### src/rtl/sq_diff_iter.sv
// ============================================================================
// Module      : sq_diff_iter
// Description : Iterative approximate squared-difference unit. Computes
//               |a-b|^2 by shift-add, one multiplier bit per cycle, with the
//               low TRUNC partial-product columns forced to zero.
//               Optional error monitor: SQ_DIFF_ERR_MON_EN
//                 defined   -> exact shadow accumulator, err/err_max live
//                 undefined -> err/err_max tied to zero
// Revision    : 1.0 - initial release
// ============================================================================
`default_nettype none

module sq_diff_iter #(
    parameter int W     = 6,
    parameter int TRUNC = 0
) (
    input  logic             clk,
    input  logic             rst_n,
    input  logic             in_valid,
    output logic             in_ready,
    input  logic [W-1:0]     a,
    input  logic [W-1:0]     b,
    output logic             out_valid,
    input  logic             out_ready,
    output logic [2*W-1:0]   result,
    output logic [2*W-1:0]   err,
    output logic [2*W-1:0]   err_max
);

    localparam int OW = 2 * W;
    localparam int CW = (W > 1) ? $clog2(W) : 1;

    localparam logic [OW-1:0] c_ONE  = OW'(1);
    // Keeps columns [OW-1:TRUNC] of each partial product, clears the rest
    localparam logic [OW-1:0] c_MASK = ~((c_ONE << TRUNC) - c_ONE);
    localparam logic [CW-1:0] c_LAST = CW'(W - 1);

    typedef enum logic [1:0] {
        S_IDLE = 2'd0,
        S_CALC = 2'd1,
        S_DONE = 2'd2
    } state_t;

    state_t          r_state;
    state_t          w_state_nxt;

    logic [W-1:0]    r_d;
    logic [CW-1:0]   r_cnt;
    logic [OW-1:0]   r_acc;
    logic [OW-1:0]   r_result;

    logic            w_accept;
    logic            w_last;
    logic [W-1:0]    w_diff;
    logic [OW-1:0]   w_shift;
    logic [OW-1:0]   w_term;
    logic [OW-1:0]   w_acc_nxt;

    assign in_ready  = (r_state == S_IDLE);
    assign out_valid = (r_state == S_DONE);
    assign result    = r_result;

    assign w_accept  = in_valid & in_ready;
    assign w_last    = (r_state == S_CALC) && (r_cnt == c_LAST);
    // Magnitude only; squaring makes the sign irrelevant
    assign w_diff    = (a >= b) ? (a - b) : (b - a);
    assign w_shift   = {{W{1'b0}}, r_d} << r_cnt;
    assign w_term    = r_d[r_cnt] ? (w_shift & c_MASK) : '0;
    assign w_acc_nxt = r_acc + w_term;

    // State register
    always_ff @(posedge clk or negedge rst_n) begin
        if (!rst_n) begin
            r_state <= S_IDLE;
        end else begin
            r_state <= w_state_nxt;
        end
    end

    // Next-state: capture, fixed W-cycle iteration, hold until consumed
    always_comb begin
        w_state_nxt = r_state;
        case (r_state)
            S_IDLE:  if (w_accept)  w_state_nxt = S_CALC;
            S_CALC:  if (w_last)    w_state_nxt = S_DONE;
            S_DONE:  if (out_ready) w_state_nxt = S_IDLE;
            default: w_state_nxt = S_IDLE;
        endcase
    end

    // Operand capture, shift-add iteration and result latch
    always_ff @(posedge clk or negedge rst_n) begin
        if (!rst_n) begin
            r_d      <= '0;
            r_cnt    <= '0;
            r_acc    <= '0;
            r_result <= '0;
        end else begin
            if (w_accept) begin
                r_d   <= w_diff;
                r_cnt <= '0;
                r_acc <= '0;
            end else if (r_state == S_CALC) begin
                r_acc <= w_acc_nxt;
                r_cnt <= r_cnt + 1'b1;
            end
            if (w_last) begin
                r_result <= w_acc_nxt;
            end
        end
    end

`ifdef SQ_DIFF_ERR_MON_EN
    logic [OW-1:0] r_acc_ex;
    logic [OW-1:0] r_err;
    logic [OW-1:0] r_err_max;
    logic [OW-1:0] w_term_ex;
    logic [OW-1:0] w_acc_ex_nxt;
    logic [OW-1:0] w_err_nxt;

    assign w_term_ex    = r_d[r_cnt] ? w_shift : '0;
    assign w_acc_ex_nxt = r_acc_ex + w_term_ex;
    // Masking only removes bits, so exact >= approximate and this never wraps
    assign w_err_nxt    = w_acc_ex_nxt - w_acc_nxt;
    assign err          = r_err;
    assign err_max      = r_err_max;

    // Exact shadow accumulator and error tracking, committed with the result
    always_ff @(posedge clk or negedge rst_n) begin
        if (!rst_n) begin
            r_acc_ex  <= '0;
            r_err     <= '0;
            r_err_max <= '0;
        end else begin
            if (w_accept) begin
                r_acc_ex <= '0;
            end else if (r_state == S_CALC) begin
                r_acc_ex <= w_acc_ex_nxt;
            end
            if (w_last) begin
                r_err <= w_err_nxt;
                if (w_err_nxt > r_err_max) begin
                    r_err_max <= w_err_nxt;
                end
            end
        end
    end
`else
    assign err     = '0;
    assign err_max = '0;
`endif

endmodule

`default_nettype wire

### config.mk
export PLATFORM = sky130hd
export DESIGN_NAME = sq_diff_iter
export DESIGN_NICKNAME = d
export VERILOG_FILES = /design/src/rtl/sq_diff_iter.sv
export SDC_FILE = /design/constraint.sdc
export NUM_CORES = 1
export LEC_CHECK = 0
export ABC_AREA = 0
export CAP_MARGIN = 20
export CORE_MARGIN = 2
export CORE_UTILIZATION = 54
export CTS_BUF_LIST = sky130_fd_sc_hd__clkbuf_4 sky130_fd_sc_hd__clkbuf_8
export DETAILED_ROUTE_END_ITERATION = 10
export PLACE_DENSITY = 0.83
export SYNTH_ARGS = -nofsm -noshare
export SYNTH_HDL_FRONTEND = slang
export SYNTH_SLANG_ARGS = --single-unit
export TNS_END_PERCENT = 10
### constraint.sdc
create_clock -name clk -period 3.25 [get_ports clk]
set_clock_uncertainty 0.05 [all_clocks]
set_input_delay 0.325 -clock clk [delete_from_list [all_inputs] [get_ports clk]]
set_output_delay 0.325 -clock clk [all_outputs]
set_load 0.03 [all_outputs]
==> Word-level counts from Yosys, hierarchy flattened <==
Index checks and enable logic that the tools add are counted.
{ "word_totals": {"regBits": 35, "inputBits": 16} }
{ "op_classes": {"shift": 1, "n_reduce_logical": 4, "n_lt_le_gt_ge": 2, "n_bitwise": 1, "eq_ne": 6, "add_sub_neg": 4, "n_mux": 12} }
{ "op_table": {"columns": ["op", "count"], "rows": [
  ["$mux 12", 3],
  ["$add 12x12->12", 1],
  ["$shl 6x3->12", 1],
  ["$sub 6x6->6", 2],
  ["$ge 6x6->1", 1],
  ["$mux 2", 3],
  ["$mux 3", 2],
  ["$mux 6", 1],
  ["$pmux 2 s3", 1],
  ["$lt 3x4->1 const B", 1],
  ["$ne 2x1->1 const B", 2],
  ["$add 3x1->3 const B", 1],
  ["$bmux 1 s3", 1],
  ["$eq 3x3->1 const B", 1],
  ["$reduce_and 3->1", 1],
  ["$eq 2x1->1 const B", 1],
  ["$eq 2x2->1 const B", 1],
  ["$logic_not 2->1", 1],
  ["$ne 2x2->1 const B", 1],
  ["$reduce_bool 2->1", 1],
  ["$and 1x1->1", 1],
  ["$logic_and 1x1->1", 1],
  ["$mux 1", 1]
]} }

==> Longest topological paths before layout <==
{ "logic_depth": {"ltp_word": 6, "ltp_mapped": 13, "mapped_depth_nobuf": 12} }

==> Worst setup path before layout <==
OpenSTA, ideal clock, no wires.
{ "synth_timing": {"path_kind": "flip-flop to flip-flop", "start": "register r_cnt[0]", "end": "register r_acc[11]", "path_stages_with_launch": 11, "slack_ps": 334, "t_required_ps": 3079, "setup_time_ps": 121, "synth_period_minus_slack_ps": 2916, "n_path_buf": 1, "t_arrival_ps": 2745, "path_cell_list": "dfrtp_1 > buf_2 > mux4_2 > nand2b_1 > o21a_1 > a211oi_1 > ha_1 > and4_1 > and3_1 > a221o_1 > a22o_1"} }
{ "synth_via": {"elab_chain_len": 6, "elab_cells_between_ends": 7, "classes_between": "add/sub (1); shift (1); mux (5)"} }
{ "synth_rtl": {"columns": ["item", "line", "source"], "rows": [
  ["start, declared", "48", "logic [CW-1:0] r_cnt;"],
  ["start signal, assigned", "105", "r_cnt <= r_cnt + 1'b1;"],
  ["$bmux 1 s3", "68", "assign w_term = r_d[r_cnt] ? (w_shift & c_MASK) : '0;"],
  ["$mux 1 (implied by the code)", "68", null],
  ["$mux 12 (*)", "68", null],
  ["$add 12x12->12 (*)", "69", "assign w_acc_nxt = r_acc + w_term;"],
  ["$mux 12 (*)", "103", "end else if (r_state == S_CALC) begin"],
  ["$mux 12 (*)", "99", "if (w_accept) begin"],
  ["end signal, assigned", "104", "r_acc <= w_acc_nxt;"],
  ["end, declared", "49", "logic [OW-1:0] r_acc;"]
]} }
Mark *: on every way between the ends. The rest lies on a longest branch, timed or not. The select of a mux whose other input is x is not followed.
A chain may end at the register's enable or synchronous reset.

==> Worst setup path after layout <==
{ "layout_timing": {"start": "register r_cnt[0]", "end": "register r_result[11] (netlist: result[11])"} }
{ "layout_via": {"elab_chain_len": 4, "elab_cells_between_ends": 7, "classes_between": "add/sub (1); eq/ne (1); shift (1); mux (3); reduce/logical (1)"} }
{ "layout_rtl": {"columns": ["item", "line", "source"], "rows": [
  ["$bmux 1 s3", "68", null],
  ["$mux 1 (implied by the code)", "68", null],
  ["$mux 12", "68", null],
  ["$add 12x12->12", "69", null],
  ["end signal, assigned", "108", "r_result <= w_acc_nxt;"],
  ["end, declared", "50", "logic [OW-1:0] r_result;"]
]} }
Parallel ways exist; a longest one is shown, timed or not. The select of a mux whose other input is x is not followed.

==> summary.txt <==
status = complete, no violations
Cells after Synth = 304
drt pass-1 iters = 4
Cell variety after synth = 45
Hold-fix buffers, CTS = 0
placed cell area = 0.00296 sq mm
initial antenna violation count = 0
cells along the critical path = mux4_2 -> nand2b_1 -> o21a_1 -> a211oi_1 -> ha_1 -> a21o_1 -> a21oi_1 -> o21ai_0 -> a221o_1 -> xnor2_1 -> o21ai_0
reg2reg start = r_cnt[0]$_DFFE_PN0P_
final net count = 374
CTS buffer count = 5
pwr/cell area = 1040 mW/mm^2
vias in the first global route = 1840
Final period util = 0.930
internal reg-to-reg setup slack = 230 ps
critical path startpoint category = flop
Vias/cell = 5.18
Final Wtd Congestion = 0.885
CTS sink count = 35
Hold/Removal Path Class = input pin to async pin
Mean Syn Cell Area = 8.89 sq um
buffers and inverters on the worst path = 0
WP data required = 3330 ps
die area = 0.00558 sq mm
arrival time at the worst endpoint = 3110 ps
Final Hold Vio Count = 0
Simple-Gate Fraction of Synth Area = 0.140
layout cells sized above 1 = 0.0667
placed cells = 391
measured slew at the worst slew-check pin = 814 ps
Buffers on Ports = 29
Post-synth top cells = nand2_1 (39), dfrtp_1 (35), buf_4 (24), ha_1 (24), nor2_1 (22)
Max-cap violations = 0
Tot GR Track Use = 0.192
Post-synth EDFFs = 0
final setup TNS = 0 ps
post-CTS setup buffers = 0
cell row count = 25
die height = 74.7 microns
Compound-Gate Fraction of Synth Area = 0.174
Mapped Area = 0.00270 sq mm
wire per inst = 12.2 microns
Die W = 74.7 microns
Top delay family on crit path = compound AO/OA/AOI/OAI gates
CTS tree = done
YS warnings = 0
final setup vio count = 0
minimum clock period after layout = 3020 ps
Routed WL = 4860 microns
Design Area, Final = 0.00303 sq mm
post-synthesis adder-cell area fraction = 0.133
Yosys top cell area share = 0.324
# resized after CTS = 0
Worst-path clk slew = 60 ps
clk_lat worst skew = 290 ps
first-pass GRT wire length = 8250 microns
worst-path fanout max = 6
detailed-route via count = 2056
largest net degree at the start of global routing = 36
dpl hpwl = 3800 microns
H-Tree Depth = 2
Seq/Total Area, Yosys = 0.324
Worst R2R End = result[11]$_DFFE_PN0P_
DR DRC count = 0
gr ovfl total = 0
cell mode on critical path = o21ai_0
placeable core region = 0.00479 sq mm
post-synthesis mux area share = 0.0704
Root Driver = clkbuf_8
Max Freq = 0.331 GHz
Max VDD drop = 394 uV
non-filler instance count after layout = 397
R2R cell count = 11
Final Slew Violations = 0
most instantiated library cell after synthesis = nand2_1
IO Pins = 54
top cells by area, synth = dfrtp_1 (32%), ha_1 (11%), buf_4 (6.7%), nand2_1 (5.4%), a21oi_1 (3.7%)
crit path kind = flop to flop
crit end category = flop
Yosys reg bits = 35
Post-synth ARST share = 1.00
Initial DRC Count = 101
Clock Tree Buf Depth = 2
Final ANT Viol Nets = 0
CP max stage cell = mux4_2
RSZ-0062 raised after global routing = false
slew margin rel. = 0.457
Most used DFF post-synth = dfrtp_1
largest family of logic cells by synthesized area = compound AO/OA/AOI/OAI gates
Starting Density = 0.564
Antenna diodes = 0
crit-path max cell delay = 500 ps
post-synthesis cell type with the largest combined area = dfrtp_1
Static Leak = 1.45 nW
Area Growth Syn to Fin = 12.3%
XOR/XNOR Fraction of Synth Area = 0.0486
where the power goes:
part           internal (mW)  leakage [nW]  switching, mW
logic                  0.863         0.975           1.19
registers              0.645         0.436          0.175
clock network          0.151        0.0406          0.139
total                   1.66          1.45           1.50
metrics by stage:
step	setup slack (ps)	hold slack, ps	total power, mW	utilization
after floorplan	334	-20.6	2.40	-
after global placement	285	411	2.83	0.618
after detailed placement	195	419	2.86	0.618
after CTS	186	404	3.16	0.633
after global routing	19.2	434	3.46	0.634
final	228	389	3.16	0.634
how the worst max path moves through the flow:
| stage | startpoint | endpoint | cells after the start |
|---|---|---|---|
| finish | r_cnt[0]$_DFFE_PN0P_ | result[11]$_DFFE_PN0P_ | 11 |
| global route | r_cnt[0]$_DFFE_PN0P_ | result[11]$_DFFE_PN0P_ | 11 |
| CTS | r_cnt[0]$_DFFE_PN0P_ | result[11]$_DFFE_PN0P_ | 11 |
| detailed placement | r_cnt[0]$_DFFE_PN0P_ | result[11]$_DFFE_PN0P_ | 11 |
| global placement | r_cnt[0]$_DFFE_PN0P_ | r_acc[8]$_DFFE_PN0P_ | 10 |
| floorplan | r_cnt[0]$_DFFE_PN0P_ | r_acc[11]$_DFFE_PN0P_ | 10 |
kinds of logic (layout without fill, tap and decap cells):
family                     count (synthesis)  after routing
xor gates and xnor gates                  15             15
DFF                                       35             35
adders and majority gates                 27             27
muxes                                     16             16
buffers and inverters                     51             54
other                                      1             24
AOI/OAI and AO/OA                         74             74
and+or+nand+nor                           85             85
sequential cells by signal, indices dropped and copies added, names as in the netlist:
name / flops
result: 12
r_d: 6
r_cnt: 3
r_acc: 12
r_state: 2
layout make-up:
class                      instances  area [sq um]
fill                             409          1750
multi-input combinational        241          1620
sequential                        35           877
timing repair buffer              33           320
tap                               67          83.8
clock buffer                       6          76.3
inverter                          15          56.3
layout by cell type (no fill, tap or decap), types with 3 or more instances in the layout:
cell type	instances
nor2_1	22
o22ai_1	8
nand2_1	39
nand4_1	3
mux2i_1	10
a21oi_1	20
inv_1	15
nand2b_1	4
o21ai_0	20
nor3_1	3
buf_4	4
nor2b_1	3
a31oi_1	3
a21o_1	8
xor2_1	8
mux2_2	4
clkbuf_8	5
xnor2_1	7
dfrtp_1	34
clkdlybuf4s50_1	29
a211oi_1	3
ha_1	24
fa_1	3
conb_1	24
layer usage:
layer  share of wire  GRT usage  up-vias
met5               0          0        -
li1                -          -     1057
met3           0.032     0.0402       10
met1            0.46      0.245      946
met4           0.022     0.0675        0
met2            0.49      0.324       43
Note: power is estimated with default switching activity, not from simulation.
